### config.mk
export PLATFORM = sky130hd
export DESIGN_NAME = riscv_test_monitor_flat
export DESIGN_NICKNAME = d
export VERILOG_FILES = /design/src/rtl/riscv_test_monitor_pkg.sv /design/src/rtl/riscv_test_monitor_if.sv /design/src/rtl/riscv_test_monitor_ch.sv /design/src/rtl/riscv_test_monitor.sv /design/src/flat_wrapper.sv
export SDC_FILE = /design/constraint.sdc
export NUM_CORES = 1
export LEC_CHECK = 0
export CORE_ASPECT_RATIO = 1.4
export CORE_UTILIZATION = 33
export DETAILED_ROUTE_END_ITERATION = 16
export GPL_ROUTABILITY_DRIVEN = 0
export SKIP_LAST_GASP = 1
export SLEW_MARGIN = 30
export SYNTH_ARGS = -nofsm -noshare
export SYNTH_HDL_FRONTEND = slang
export SYNTH_SLANG_ARGS = --single-unit
### constraint.sdc
create_clock -name sys_clk -period 2.19 [get_ports sys_clk]
set_clock_uncertainty 0.2 [all_clocks]
set_input_delay 0.657 -clock sys_clk [delete_from_list [all_inputs] [get_ports sys_clk]]
set_output_delay 0.657 -clock sys_clk [all_outputs]
set_load 0.01 [all_outputs]
### src/rtl/riscv_test_monitor_pkg.sv
// Shared definitions for the riscv-tests pass/fail monitor: channel state
// encodings, exit-code constants and default addresses.
package riscv_test_pkg;

  localparam logic [2:0] ST_IDLE    = 3'd0;
  localparam logic [2:0] ST_RUN     = 3'd1;
  localparam logic [2:0] ST_PASS    = 3'd2;
  localparam logic [2:0] ST_FAIL    = 3'd3;
  localparam logic [2:0] ST_TIMEOUT = 3'd4;

  localparam int unsigned PASS_CODE       = 1;
  localparam int unsigned GP_REG_DEF      = 3;
  localparam logic [31:0] TOHOST_ADDR_DEF = 32'h8000_1000;

  function automatic logic is_terminal(input logic [2:0] s);
    return (s == ST_PASS) || (s == ST_FAIL) || (s == ST_TIMEOUT);
  endfunction

endpackage

### src/rtl/riscv_test_monitor_if.sv
// Bundle of per-core retire/store taps feeding the monitor plus its verdict
// outputs; slave is the monitor side, master the core/bench side.
interface riscv_test_monitor_if #(
  parameter int unsigned XLEN   = 32,
  parameter int unsigned NUM_CH = 1
);
  logic                     start;
  logic [NUM_CH-1:0]        wb_en;
  logic [5*NUM_CH-1:0]      wb_rd;
  logic [XLEN*NUM_CH-1:0]   wb_data;
  logic [NUM_CH-1:0]        ecall_ret;
  logic [NUM_CH-1:0]        st_en;
  logic [XLEN*NUM_CH-1:0]   st_addr;
  logic [XLEN*NUM_CH-1:0]   st_data;
  logic [NUM_CH-1:0]        ch_done;
  logic                     done;
  logic                     pass;
  logic                     fail;
  logic [2:0]               fail_ch;
  logic [XLEN-2:0]          fail_test;
  logic [31:0]              cycles;

  modport slave (
    input  start, wb_en, wb_rd, wb_data, ecall_ret, st_en, st_addr, st_data,
    output ch_done, done, pass, fail, fail_ch, fail_test, cycles
  );

  modport master (
    output start, wb_en, wb_rd, wb_data, ecall_ret, st_en, st_addr, st_data,
    input  ch_done, done, pass, fail, fail_ch, fail_test, cycles
  );
endinterface

### src/rtl/riscv_test_monitor_ch.sv
// One monitored core: run/verdict FSM, shadow copy of gp, watchdog counter
// and captured TESTNUM. Exposes next-state so the top can register aggregates
// on the same edge as the channel state.
module riscv_test_monitor_ch
  import riscv_test_pkg::*;
#(
  parameter int unsigned     XLEN        = 32,
  parameter int unsigned     MODE        = 0,
  parameter int unsigned     GP_REG      = GP_REG_DEF,
  parameter logic [XLEN-1:0] TOHOST_ADDR = XLEN'(TOHOST_ADDR_DEF),
  parameter int unsigned     TIMEOUT     = 500
) (
  input  logic            clk_i,
  input  logic            rst_ni,
  input  logic            start_i,
  input  logic            wb_en_i,
  input  logic [4:0]      wb_rd_i,
  input  logic [XLEN-1:0] wb_data_i,
  input  logic            ecall_ret_i,
  input  logic            st_en_i,
  input  logic [XLEN-1:0] st_addr_i,
  input  logic [XLEN-1:0] st_data_i,
  output logic [2:0]      state_o,
  output logic [2:0]      state_d_o,
  output logic [XLEN-2:0] code_d_o
);

  localparam logic [4:0]      GP_IDX  = 5'(GP_REG);
  localparam logic [XLEN-1:0] PASS_V  = XLEN'(PASS_CODE);
  localparam logic [31:0]     TO_LAST = 32'(TIMEOUT - 1);

  logic [2:0]      state_q, state_d;
  logic [XLEN-1:0] shadow_q, shadow_d;
  logic [31:0]     count_q, count_d;
  logic [XLEN-2:0] code_q, code_d;

  logic            gp_wr;
  logic            ev;
  logic [XLEN-1:0] val;
  logic            ev_pass, ev_fail;

  // x0 is hardwired, so a GP_REG of 0 never produces a shadow update.
  assign gp_wr = (GP_IDX != 5'd0) && wb_en_i && (wb_rd_i == GP_IDX);

  // The ecall sees a gp write retiring in the same cycle ahead of the shadow.
  assign ev  = (MODE == 1) ? (st_en_i && (st_addr_i == TOHOST_ADDR)) : ecall_ret_i;
  assign val = (MODE == 1) ? st_data_i : (gp_wr ? wb_data_i : shadow_q);

  assign ev_pass = ev && (val == PASS_V);
  assign ev_fail = ev && val[0] && (val != PASS_V);

  always_comb begin
    state_d  = state_q;
    shadow_d = shadow_q;
    count_d  = count_q;
    code_d   = code_q;
    case (state_q)
      ST_IDLE, ST_PASS, ST_FAIL, ST_TIMEOUT: begin
        if (start_i) begin
          state_d  = ST_RUN;
          shadow_d = '0;
          count_d  = '0;
          code_d   = '0;
        end
      end
      ST_RUN: begin
        count_d = count_q + 32'd1;
        if (gp_wr) shadow_d = wb_data_i;
        if (ev_pass) begin
          state_d = ST_PASS;
        end else if (ev_fail) begin
          state_d = ST_FAIL;
          code_d  = val[XLEN-1:1];
        end else if (count_q == TO_LAST) begin
          state_d = ST_TIMEOUT;
        end
      end
      default: state_d = ST_IDLE;
    endcase
  end

  always_ff @(posedge clk_i or negedge rst_ni) begin
    if (!rst_ni) begin
      state_q  <= ST_IDLE;
      shadow_q <= '0;
      count_q  <= '0;
      code_q   <= '0;
    end else begin
      state_q  <= state_d;
      shadow_q <= shadow_d;
      count_q  <= count_d;
      code_q   <= code_d;
    end
  end

  assign state_o   = state_q;
  assign state_d_o = state_d;
  assign code_d_o  = code_d;

endmodule

### src/rtl/riscv_test_monitor.sv
// riscv-tests exit-code monitor across NUM_CH cores: per-channel verdicts,
// sticky aggregate pass/fail, lowest failing channel and a run cycle counter.
module riscv_test_monitor
  import riscv_test_pkg::*;
#(
  parameter int unsigned     XLEN        = 32,
  parameter int unsigned     NUM_CH      = 1,
  parameter int unsigned     MODE        = 0,
  parameter int unsigned     GP_REG      = GP_REG_DEF,
  parameter logic [XLEN-1:0] TOHOST_ADDR = XLEN'(TOHOST_ADDR_DEF),
  parameter int unsigned     TIMEOUT     = 500
) (
  input  logic                 sys_clk,
  input  logic                 sys_rst_n,
  riscv_test_monitor_if.slave  mon
);

  logic [2:0]      st_q   [NUM_CH];
  logic [2:0]      st_d   [NUM_CH];
  logic [XLEN-2:0] code_d [NUM_CH];

  for (genvar i = 0; i < NUM_CH; i++) begin : g_ch
    riscv_test_monitor_ch #(
      .XLEN        (XLEN),
      .MODE        (MODE),
      .GP_REG      (GP_REG),
      .TOHOST_ADDR (TOHOST_ADDR),
      .TIMEOUT     (TIMEOUT)
    ) u_ch (
      .clk_i       (sys_clk),
      .rst_ni      (sys_rst_n),
      .start_i     (mon.start),
      .wb_en_i     (mon.wb_en[i]),
      .wb_rd_i     (mon.wb_rd[5*i +: 5]),
      .wb_data_i   (mon.wb_data[XLEN*i +: XLEN]),
      .ecall_ret_i (mon.ecall_ret[i]),
      .st_en_i     (mon.st_en[i]),
      .st_addr_i   (mon.st_addr[XLEN*i +: XLEN]),
      .st_data_i   (mon.st_data[XLEN*i +: XLEN]),
      .state_o     (st_q[i]),
      .state_d_o   (st_d[i]),
      .code_d_o    (code_d[i])
    );
  end

  logic            done_q, done_d;
  logic            pass_q, pass_d;
  logic            fail_q, fail_d;
  logic [2:0]      fail_ch_q, fail_ch_d;
  logic [XLEN-2:0] fail_test_q, fail_test_d;
  logic [31:0]     cycles_q, cycles_d;
  logic [NUM_CH-1:0] ch_done;
  logic            all_pass, any_run, any_arm;

  // Aggregates are built from channel next-state so they land on the same
  // edge as the channel verdict; the first failing index wins the encoder.
  always_comb begin
    done_d      = 1'b1;
    all_pass    = 1'b1;
    fail_d      = 1'b0;
    fail_ch_d   = '0;
    fail_test_d = '0;
    any_run     = 1'b0;
    any_arm     = 1'b0;
    ch_done     = '0;
    for (int unsigned i = 0; i < NUM_CH; i++) begin
      ch_done[i] = is_terminal(st_q[i]);
      if (!is_terminal(st_d[i])) done_d = 1'b0;
      if (st_d[i] != ST_PASS) all_pass = 1'b0;
      if (st_q[i] == ST_RUN) any_run = 1'b1;
      else                   any_arm = 1'b1;
      if (!fail_d && (st_d[i] == ST_FAIL || st_d[i] == ST_TIMEOUT)) begin
        fail_d      = 1'b1;
        fail_ch_d   = 3'(i);
        fail_test_d = code_d[i];
      end
    end
    pass_d = done_d && all_pass;
  end

  always_comb begin
    cycles_d = cycles_q;
    if (mon.start && any_arm) cycles_d = '0;
    else if (any_run && (cycles_q != '1)) cycles_d = cycles_q + 32'd1;
  end

  always_ff @(posedge sys_clk or negedge sys_rst_n) begin
    if (!sys_rst_n) begin
      done_q      <= 1'b0;
      pass_q      <= 1'b0;
      fail_q      <= 1'b0;
      fail_ch_q   <= '0;
      fail_test_q <= '0;
      cycles_q    <= '0;
    end else begin
      done_q      <= done_d;
      pass_q      <= pass_d;
      fail_q      <= fail_d;
      fail_ch_q   <= fail_ch_d;
      fail_test_q <= fail_test_d;
      cycles_q    <= cycles_d;
    end
  end

  assign mon.ch_done   = ch_done;
  assign mon.done      = done_q;
  assign mon.pass      = pass_q;
  assign mon.fail      = fail_q;
  assign mon.fail_ch   = fail_ch_q;
  assign mon.fail_test = fail_test_q;
  assign mon.cycles    = cycles_q;

endmodule

### src/flat_wrapper.sv
// flat-port wrapper written by rule: the top's interface ports become plain ports
module riscv_test_monitor_flat import riscv_test_pkg::*;
#(
  parameter int unsigned     XLEN        = 32,
  parameter int unsigned     NUM_CH      = 1,
  parameter int unsigned     MODE        = 0,
  parameter int unsigned     GP_REG      = GP_REG_DEF,
  parameter logic [XLEN-1:0] TOHOST_ADDR = XLEN'(TOHOST_ADDR_DEF),
  parameter int unsigned     TIMEOUT     = 500
)
  (sys_clk, sys_rst_n, mon_start, mon_wb_en, mon_wb_rd, mon_wb_data, mon_ecall_ret, mon_st_en, mon_st_addr, mon_st_data, mon_ch_done, mon_done, mon_pass, mon_fail, mon_fail_ch, mon_fail_test, mon_cycles);
  riscv_test_monitor_if #(.XLEN(XLEN), .NUM_CH(NUM_CH)) mon_i ();
  input  logic sys_clk;
  input  logic sys_rst_n;
  input wire logic [$bits(mon_i.start)-1:0] mon_start;
  input wire logic [$bits(mon_i.wb_en)-1:0] mon_wb_en;
  input wire logic [$bits(mon_i.wb_rd)-1:0] mon_wb_rd;
  input wire logic [$bits(mon_i.wb_data)-1:0] mon_wb_data;
  input wire logic [$bits(mon_i.ecall_ret)-1:0] mon_ecall_ret;
  input wire logic [$bits(mon_i.st_en)-1:0] mon_st_en;
  input wire logic [$bits(mon_i.st_addr)-1:0] mon_st_addr;
  input wire logic [$bits(mon_i.st_data)-1:0] mon_st_data;
  output wire logic [$bits(mon_i.ch_done)-1:0] mon_ch_done;
  output wire logic [$bits(mon_i.done)-1:0] mon_done;
  output wire logic [$bits(mon_i.pass)-1:0] mon_pass;
  output wire logic [$bits(mon_i.fail)-1:0] mon_fail;
  output wire logic [$bits(mon_i.fail_ch)-1:0] mon_fail_ch;
  output wire logic [$bits(mon_i.fail_test)-1:0] mon_fail_test;
  output wire logic [$bits(mon_i.cycles)-1:0] mon_cycles;
  assign mon_i.start = mon_start;
  assign mon_i.wb_en = mon_wb_en;
  assign mon_i.wb_rd = mon_wb_rd;
  assign mon_i.wb_data = mon_wb_data;
  assign mon_i.ecall_ret = mon_ecall_ret;
  assign mon_i.st_en = mon_st_en;
  assign mon_i.st_addr = mon_st_addr;
  assign mon_i.st_data = mon_st_data;
  assign mon_ch_done = mon_i.ch_done;
  assign mon_done = mon_i.done;
  assign mon_pass = mon_i.pass;
  assign mon_fail = mon_i.fail;
  assign mon_fail_ch = mon_i.fail_ch;
  assign mon_fail_test = mon_i.fail_test;
  assign mon_cycles = mon_i.cycles;
  riscv_test_monitor #(.XLEN(XLEN), .NUM_CH(NUM_CH), .MODE(MODE), .GP_REG(GP_REG), .TOHOST_ADDR(TOHOST_ADDR), .TIMEOUT(TIMEOUT)) u_core (.sys_clk(sys_clk), .sys_rst_n(sys_rst_n), .mon(mon_i));
endmodule
==> flow_metrics.tcl <==
set metrics [dict create \
    status "finished, violations left" \
    failed_checks "negative setup slack" \
    maxCapViolations 0 \
    antenna_found_initial 1 \
    power_mw 13.2 \
    crit_fanout 7 \
    setup_viol 75 \
    yosysTopAreaCell "dfrtp_1" \
    timing.hold.ws_ns 0.298 \
    report.final.hold_viol_count 0 \
    die_h_um 183 \
    nNetsFinal 1177 \
    worst_setup_path_end_kind "register" \
    syn_area_per_cell_um2 10.3 \
    wl_per_cell_um 18.9 \
    slew_viol_final 0 \
    cts_buffers 17 \
    tritoncts "yes" \
    synth-main-ff-cell "dfrtp_1" \
    core_area_mm2 0.0231 \
    drt_wl_total_um 26300 \
    clk_pin_slew_ns 0.07 \
    worst_path_most_repeated_cell "buf_4" \
    ys_seq_area_frac 0.529 \
    cts.path.max_buffers 2 \
    hold_class "reg -> reg" \
    first_global_vias 7364 \
    yosysWarnings 0 \
    critPathRequiredTime_ns 2.33 \
    slowest_stage "dfrtp_1" \
    ys_ff_latch 164 \
    io_pins 177 \
    period_needed_ns 2.40 \
    port_buffers 108 \
    async_flop_share 1.00 \
    h-tree-depth 4 \
    syn-cell-area_mm2 0.00775 \
    grt_setup_unrepaired "true" \
    via_count 7496 \
    path_class "reg -> reg" \
    drcViolationCount 0 \
    grt_pass1_wl_um 39500 \
    dieWidth_um 132 \
    dr.pass1.iters 5 \
    drt-vias-per-instance 5.40 \
    first_iter_violations 450 \
    powerDensity_mw_per_mm2 1030 \
    preCtsSetupSlack_ns -0.912 \
    yosysUniqueCellTypes 52 \
    start_util 0.335 \
    yosysTopAreaCellShare 0.529 \
    die_area_mm2 0.0241 \
    clock-sinks 164 \
    ant_nets 0 \
    p_leak_nw 6.42 \
    crit_chain "nor4_2, buf_4, nand4_1, nor3b_2, buf_4, o21a_1, o221ai_4, buf_6, buf_8, and2_4" \
    insertion_delay_ns 0.45 \
    cts-root-buf "clkbuf_16" \
    grt_max_degree 48 \
    rows 66 \
    grt_usage 0.212 \
    synthCells 752 \
    critPathBufInv 4 \
    fmax_mhz 417 \
    cp_top_family "simple AND/OR/NAND/NOR gates" \
    synth_area_leaders "dfrtp_1 53%, mux2i_1 5.6%, o21ai_0 4.9%" \
    start_kind "register" \
    syn_to_final_growth_pct 64.7 \
    period_share 1.09 \
    hpwl_um 15700 \
    setup_ws_ns -0.208 \
    max-vdd-ir-drop_mv 0.713 \
    grt.overflow.total 0 \
    worst_ep_arrival_time_ns 2.54 \
    cp_slowest_stage_delay_ns 0.40 \
    n_antenna_cell 0 \
    synth_edf_count 0 \
    drive_gt1_frac 0.432 \
]
## final timing paths
| kind | from | to | slack [ns] | cells past startpoint |
|---|---|---|---|---|
| max reg2reg | u_core.g_ch[0].u_ch.shadow_q[3] | u_core.mon.fail_test[17] | -0.21 | 10 |
| max in group asynchronous | sys_rst_n | u_core.g_ch[0].u_ch.count_q[12] | 0.63 | 3 |
| min in group asynchronous | sys_rst_n | u_core.mon.fail_test[26] | 0.49 | 2 |
| max | u_core.g_ch[0].u_ch.shadow_q[3] | u_core.mon.fail_test[17] | -0.21 | 10 |
| min reg2reg | u_core.g_ch[0].u_ch.count_q[31] | u_core.g_ch[0].u_ch.count_q[31] | 0.30 | 1 |
| min | u_core.g_ch[0].u_ch.count_q[31] | u_core.g_ch[0].u_ch.count_q[31] | 0.30 | 1 |
## stage by stage
stage	cell area (um^2)	setup TNS, ns	utilization	std cells
final	12800	-10.17	0.552	1387
after global routing	12800	-18.79	0.552	1387
after CTS	12000	-17.35	0.521	1377
after detailed placement	10600	-80.50	0.460	1306
after global placement	10600	-77.05	0.460	1306
after floorplan	7890	-18.86	-	754
## cells by family after synthesis
family,count (synthesis),share of synthesized area
AO/OA/AOI/OAI,213,0.189
adder cells (fa/ha/maj),2,0.00323
buffers and inverters,52,0.0294
flip-flops,164,0.529
multiplexers,43,0.0555
other,1,0.000484
AND/OR/NAND/NOR,277,0.193
## layer usage
metal	up-vias	GRT usage	wire length, um
met3	61	0.0453	1050
li1	3452	-	-
met4	2	0.0828	765
met2	229	0.371	13800
met5	-	0	13
met1	3752	0.252	10700
## worst reg2reg max path, stage by stage, from the launching register on
cell and delay, ns:
dfrtp_1 0.40, nor4_2 0.29, buf_4 0.15, nand4_1 0.10, nor3b_2 0.23, buf_4 0.15
o21a_1 0.15, o221ai_4 0.16, buf_6 0.17, buf_8 0.13, and2_4 0.15
## final cells by class
type	count	area, um^2
fillers	1978	10400
multi-input cells	539	4420
flip-flops and latches	164	4110
repair buffers	342	3210
clock buffers	17	425
well taps	306	383
clock inverters	15	209
inverters	4	15.0
## timing repair
item | 4_1_cts | 5_1_grt
hold buffers | 1 | 0
hold endpoints to repair | 33 | 0
setup endpoints to repair | 193 | 169
resized for setup | 229 | 186
setup buffers | 28 | 20
gates cloned | 12 | 4
pin swaps | 60 | 98
## cell usage after synthesis, types with 3 or more instances
master	number
nor2_1	22
clkbuf_1	32
o31ai_2	3
inv_1	4
o21ai_0	76
nand2_1	89
o211ai_2	3
a41oi_1	4
o211ai_1	5
nand2b_1	3
a21oi_1	14
a21o_1	4
and4_1	6
and3_1	13
a22o_1	32
and2_1	39
or3_1	7
nor4_1	23
dfrtp_1	164
buf_2	11
nand3_1	29
buf_4	3
mux2i_1	43
a31o_2	32
a311oi_1	3
nand4_1	18
a211oi_1	4
a31oi_1	20
o31ai_1	7
nor3_1	12
## sequential cells by signal, indices dropped and copies added, names as in the netlist
signal,count
u_core.g_ch.u_ch.count_q,32
u_core.g_ch.u_ch.shadow_q,32
u_core.mon.cycles,32
u_core.g_ch.u_ch.code_q,31
u_core.mon.fail_test,31
u_core.g_ch.u_ch.state_o,3
u_core.mon.done,1
u_core.mon.fail,1
u_core.mon.pass,1
## layout by cell type, fill, tap and decap left out, types with 7 or more instances in the layout
cell type,instances
dfrtp_1,163
o21ai_1,24
nor4_2,14
and3_1,12
buf_6,25
a31oi_1,15
o21ai_0,43
a22o_1,32
and2_4,30
nor2_1,15
clkdlybuf4s15_1,9
buf_4,177
nand4_1,18
clkbuf_2,17
a21oi_2,11
nand3_1,23
nor4_1,7
a31o_4,32
dlymetal6s2s_1,9
nand2_2,9
dlygate4sd2_1,66
buf_12,18
mux2i_1,43
clkbuf_16,19
o21ai_2,9
nand2_1,76
and2_1,9
## power breakdown
group | internal, mW | switching (mW)
clock | 1.85 | 1.38
sequential | 3.84 | 0.616
combinational | 2.98 | 2.54
total | 8.66 | 4.54
(Power assumes the default switching activity.)
